### config.mk
export PLATFORM = sky130hd
export DESIGN_NAME = spi_slave_ctrl
export DESIGN_NICKNAME = d
export VERILOG_FILES = /design/src/rtl/spi_slave_ctrl.sv
export SDC_FILE = /design/constraint.sdc
export NUM_CORES = 1
export LEC_CHECK = 0
export ABC_AREA = 1
export CORE_UTILIZATION = 53
export CTS_CLUSTER_DIAMETER = 150
export DETAILED_ROUTE_END_ITERATION = 10
export PLACE_DENSITY = 0.86
export SLEW_MARGIN = 25
export SYNTH_ARGS = -nofsm -noshare
export SYNTH_HDL_FRONTEND = slang
export SYNTH_SLANG_ARGS = --single-unit
### constraint.sdc
create_clock -name clk -period 2.2 [get_ports clk]
set_input_delay 0.33 -clock clk [delete_from_list [all_inputs] [get_ports clk]]
set_output_delay 0.33 -clock clk [all_outputs]
set_load 0.005 [all_outputs]
### src/rtl/spi_slave_ctrl.sv
// SPI slave front-end for the single-port RAM: deserialises 10-bit command words
// from MOSI and serialises RAM read data MSB-first on MISO.
module spi_slave_ctrl #(
    parameter int DATA_W = 8
) (
    input  logic              clk,
    input  logic              rst,
    input  logic              ss_n,
    input  logic              mosi,
    output logic              miso,
    output logic [DATA_W+1:0] rx_data,
    output logic              rx_valid,
    input  logic [DATA_W-1:0] tx_data,
    input  logic              tx_valid
);

    localparam int RX_W  = DATA_W + 2;
    localparam int CNT_W = $clog2(RX_W + 1);
    localparam int OUT_W = $clog2(DATA_W);

    typedef enum logic [2:0] {
        ST_IDLE      = 3'd0,
        ST_CHK_CMD   = 3'd1,
        ST_WRITE     = 3'd2,
        ST_READ_ADD  = 3'd3,
        ST_READ_DATA = 3'd4
    } state_t;

    state_t              r_state;
    state_t              w_next_state;
    logic [CNT_W-1:0]    r_bit_cnt;
    logic [RX_W-2:0]     r_shift;
    logic [RX_W-1:0]     r_rx_data;
    logic                r_rx_valid;
    logic                r_rd_addr_done;
    logic                r_wait_tx;
    logic [DATA_W-2:0]   r_tx_shift;
    logic [OUT_W-1:0]    r_out_cnt;
    logic                r_miso;
    logic                w_data_state;
    logic                w_shift_en;
    logic                w_word_done;
    logic                w_capture;

    // Shift/complete/capture qualifiers derived from the current state
    always_comb begin
        w_data_state = (r_state == ST_WRITE) || (r_state == ST_READ_ADD) ||
                       (r_state == ST_READ_DATA);
        w_shift_en   = (ss_n == 1'b0) &&
                       ((r_state == ST_CHK_CMD) ||
                        (w_data_state && (r_bit_cnt < CNT_W'(RX_W))));
        w_word_done  = (ss_n == 1'b0) && w_data_state &&
                       (r_bit_cnt == CNT_W'(RX_W - 1));
        w_capture    = (ss_n == 1'b0) && (r_state == ST_READ_DATA) &&
                       r_wait_tx && tx_valid;
    end

    // State register
    always_ff @(posedge clk or posedge rst) begin
        if (rst) begin
            r_state <= ST_IDLE;
        end else begin
            r_state <= w_next_state;
        end
    end

    // Next-state logic; a deselect from any state returns to IDLE
    always_comb begin
        w_next_state = r_state;
        if (ss_n == 1'b1) begin
            w_next_state = ST_IDLE;
        end else begin
            case (r_state)
                ST_IDLE: begin
                    w_next_state = ST_CHK_CMD;
                end
                ST_CHK_CMD: begin
                    if (mosi == 1'b0) begin
                        w_next_state = ST_WRITE;
                    end else if (r_rd_addr_done) begin
                        w_next_state = ST_READ_DATA;
                    end else begin
                        w_next_state = ST_READ_ADD;
                    end
                end
                ST_WRITE, ST_READ_ADD, ST_READ_DATA: begin
                    w_next_state = r_state;
                end
                default: begin
                    w_next_state = ST_IDLE;
                end
            endcase
        end
    end

    // Receive shifter; the counter saturates at RX_W so trailing bits are ignored
    always_ff @(posedge clk or posedge rst) begin
        if (rst) begin
            r_bit_cnt  <= '0;
            r_shift    <= '0;
            r_rx_data  <= '0;
            r_rx_valid <= 1'b0;
        end else begin
            r_rx_valid <= 1'b0;
            if (ss_n == 1'b1) begin
                r_bit_cnt <= '0;
                r_shift   <= '0;
            end else if (w_shift_en) begin
                r_shift   <= {r_shift[RX_W-3:0], mosi};
                r_bit_cnt <= r_bit_cnt + CNT_W'(1);
            end
            if (w_word_done) begin
                r_rx_data  <= {r_shift, mosi};
                r_rx_valid <= 1'b1;
            end
        end
    end

    // Read-address flag survives aborts; only completed read words move it
    always_ff @(posedge clk or posedge rst) begin
        if (rst) begin
            r_rd_addr_done <= 1'b0;
            r_wait_tx      <= 1'b0;
        end else if (ss_n == 1'b1) begin
            r_wait_tx <= 1'b0;
        end else if (w_word_done && (r_state == ST_READ_ADD)) begin
            r_rd_addr_done <= 1'b1;
        end else if (w_word_done && (r_state == ST_READ_DATA)) begin
            r_rd_addr_done <= 1'b0;
            r_wait_tx      <= 1'b1;
        end else if (w_capture) begin
            r_wait_tx <= 1'b0;
        end
    end

    // MISO serialiser: MSB goes out on the capture edge, then one bit per edge
    always_ff @(posedge clk or posedge rst) begin
        if (rst) begin
            r_tx_shift <= '0;
            r_out_cnt  <= '0;
            r_miso     <= 1'b0;
        end else if (ss_n == 1'b1) begin
            r_tx_shift <= '0;
            r_out_cnt  <= '0;
            r_miso     <= 1'b0;
        end else if (w_capture) begin
            r_tx_shift <= tx_data[DATA_W-2:0];
            r_out_cnt  <= OUT_W'(DATA_W - 1);
            r_miso     <= tx_data[DATA_W-1];
        end else if (r_out_cnt != OUT_W'(0)) begin
            r_miso     <= r_tx_shift[DATA_W-2];
            r_tx_shift <= {r_tx_shift[DATA_W-3:0], 1'b0};
            r_out_cnt  <= r_out_cnt - OUT_W'(1);
        end else begin
            r_miso <= 1'b0;
        end
    end

    assign miso     = r_miso;
    assign rx_data  = r_rx_data;
    assign rx_valid = r_rx_valid;

endmodule

==> results.toml <==
[clock_network]
clkSlewWorstSetupHoldPaths_ns = 0.13
clkSinkCount = 40
post_cts_buffers = 0
cts_resized = 0
cts_root_buf = "clkbuf_4"
clk_latency_ns = 0.34
numCtsBuffers = 5
cts_tree = "done"
ctsHoldBuffers = 0
clockBufferDepth = 2
cts_max_level = 2

[power_and_ir_drop]
pwr-share-clk_pct = 30.4
p_comb_share_pct = 19.1
vdd_drop_max_v = 0.000450
internal-power_w = 0.00113
switchingPower_w = 0.000466
power_leakage_nw = 1.20
p_seq_share_pct = 50.5
total_power_w = 0.00160
p_sw_share_pct = 29.2
power_density_mw_per_mm2 = 705

[drt]
ant_nets = 0
routed_wl_um = 3310
drcViolationCount = 0
drtIter0Drc = 62
wl_per_cell_um = 11.0
viasPerCell = 4.98
num_vias = 1495
dr.pass1.iters = 4

[layout]
multiInputGateArea_um2 = 788
drive_gt1_share_pct = 11.0
syn_to_final_growth_pct = 20.1
antenna_cells = 0
seq_area_mm2 = 0.00100
final_util_pct = 67.3
fin_nets = 270
n_fill_cell = 287

[place]
hpwl_um = 2470
place_ws_ns = 0.373
port_buffers = 24
finalWeightedCongestion = 0.802

[timing]
hold_viol_final = 0
fin_crit_sh_pct = 70.5
grt_setup_unrepaired = "false"
worst_pin_slew_ns = 0.481
max_slew_margin_pct = 67.9
fin_skew_ns = 0.00904
finalWorstSetupSlack_ns = 0.649
drv_slew = 0
max_freq_mhz = 645
fin_crit_ns = 1.55
tns_ns = 0
setup_viol = 0

[setup_path]
cp_top_family = "simple AND/OR/NAND/NOR gates"
crit_path_end_kind = "flip-flop"
crit_path_top_delay_cell = "dfrtp_1"
cp.arrival_ns = 1.78
required_ns = 2.43
critPathKind = "flip-flop to flip-flop"
start_kind = "flip-flop"
path_common_cell = "nand2_1"
crit_chain = "inv_1, ha_1, nand3b_1, nor2_1, nand2_1, buf_4, nand2_1, o21ai_0"
slowest_delay_ns = 0.45
worstPathMaxFanout = 8
crit_buf_inv = 2
reg2reg_slack_ns = 0.65

[synth]
post_synth_instance_area_mm2 = 0.00189
syn_inst = 222
ys_async_sr_fraction_pct = 100
synth_top_flop_cell = "dfrtp_1"
synth_top_cell_by_area = "dfrtp_1"
synth_seq_area_share_pct = 53.1
yosys-top-cells-count = "nand2_1 (105), dfrtp_1 (40), nand3_1 (20), inv_1 (9), nor2_1 (7)"
synthesis.nets = 239
ys_ff_latch = 40
synth_cell_types = 30
ys_warn_count = 0
synthTopCellsByArea = "dfrtp_1 (53%), nand2_1 (21%), nand3_1 (5.3%), ha_1 (2.7%), inv_1 (1.8%)"
synth_top_area_share_pct = 53.1
yosys.cell_count.top_type = "nand2_1"
synth_edf_count = 0
syn_area_per_cell_um2 = 8.49

[global_route]
grt_start_max_net_pins = 41
antenna_found_initial = 0
grt_pass1_wl_um = 5600
grt.total_usage_pct = 20.3
grt.overflow.total = 0
grt_pass1_vias = 1292

[die]
core_mm2 = 0.00336
row_count = 21
die_h_um = 61.6
io_pins = 25
dieArea_mm2 = 0.00380
initial_core_util_pct = 56.1
die_w_um = 61.6

[min_path]
hold_class = "input port to async pin"

[status]
status = "finished clean"

[flow_run]
drv_cap = 0
-- through the flow --
step,hold WS [ns],instances,cell area (µm²)
6_report,0.392,300,2260
5_1_grt,0.459,300,2260
4_1_cts,0.408,300,2260
3_5_place_dp,0.471,292,2180
3_3_place_gp,0.461,292,2180
2_1_floorplan,0.442,222,1890
-- final cells by class --
cell class | instances | share of cell area [%]
timing repair buffer | 29 | 12.3
sequential | 40 | 44.2
inverter | 14 | 2.49
multi-input combinational | 163 | 34.8
clock buffer | 5 | 1.66
clock inverter | 3 | 2.04
tap | 46 | 2.54
-- tightest hold or removal path: stages --
cell             delay [ns]
clkdlybuf4s50_1        0.39
inv_1                  0.05
buf_4                  0.41
-- kinds of logic after synthesis --
kind of cell,synth area share (%)
fa+ha+maj,2.65
simple gates,34.8
buf+inv,5.11
xor+xnor,1.39
compound gates,2.99
flops,53.1
-- registers in the layout, indices dropped and copies added (netlist names) --
register / flops
r_bit_cnt: 4
r_tx_shift: 7
r_out_cnt: 3
rx_data: 10
r_state: 3
r_shift: 9
rx_valid: 1
r_rd_addr_done: 1
miso: 1
r_wait_tx: 1
-- final timing paths --
path | start | to | cells past startpoint
setup reg to reg | r_bit_cnt[1] | rx_data[0] | 8
hold / removal | rst | rx_data[7] | 3
min in group clk | rx_data[9] | rx_data[9] | 2
hold reg to reg | rx_data[9] | rx_data[9] | 2
max in group asynchronous | rst | r_out_cnt[2] | 3
setup / recovery | r_bit_cnt[1] | rx_data[0] | 8
-- layer usage --
metal / GRT usage (%) / part of all wire [%] / wire length [µm] / vias to the layer above
met5: 0 / 0 / 0 / -
met4: 4.76 / 1.6 / 53 / 0
met3: 5.67 / 4.2 / 140 / 8
met2: 29.5 / 46 / 1520 / 44
met1: 30.2 / 48 / 1600 / 687
li1: - / - / - / 756
-- power by group through the flow --
stage                     Clock, W  Sequential [W]  Combinational, W
final                     0.000485        0.000806          0.000305
after floorplan                  0        0.000810          0.000250
after global placement           0        0.000819          0.000301
after CTS                 0.000490        0.000805          0.000309
after global routing      0.000530        0.000812          0.000353
after detailed placement         0        0.000818          0.000307
-- cell usage in the layout (no fill, tap or decap), drive strengths merged --
master	count
nand2	109
dfrtp	40
clkdlybuf4s50	24
nand3	20
inv	14
nor2	11
o21ai	7
clkbuf	5
buf	5
ha	4
nand4	3
nand3b	2
xor2	2
a21oi	2
clkinv	1
xnor2	1
nor3b	1
o31ai	1
clkinvlp	1
bufinv	1
Power figures use the tool's default switching activity.
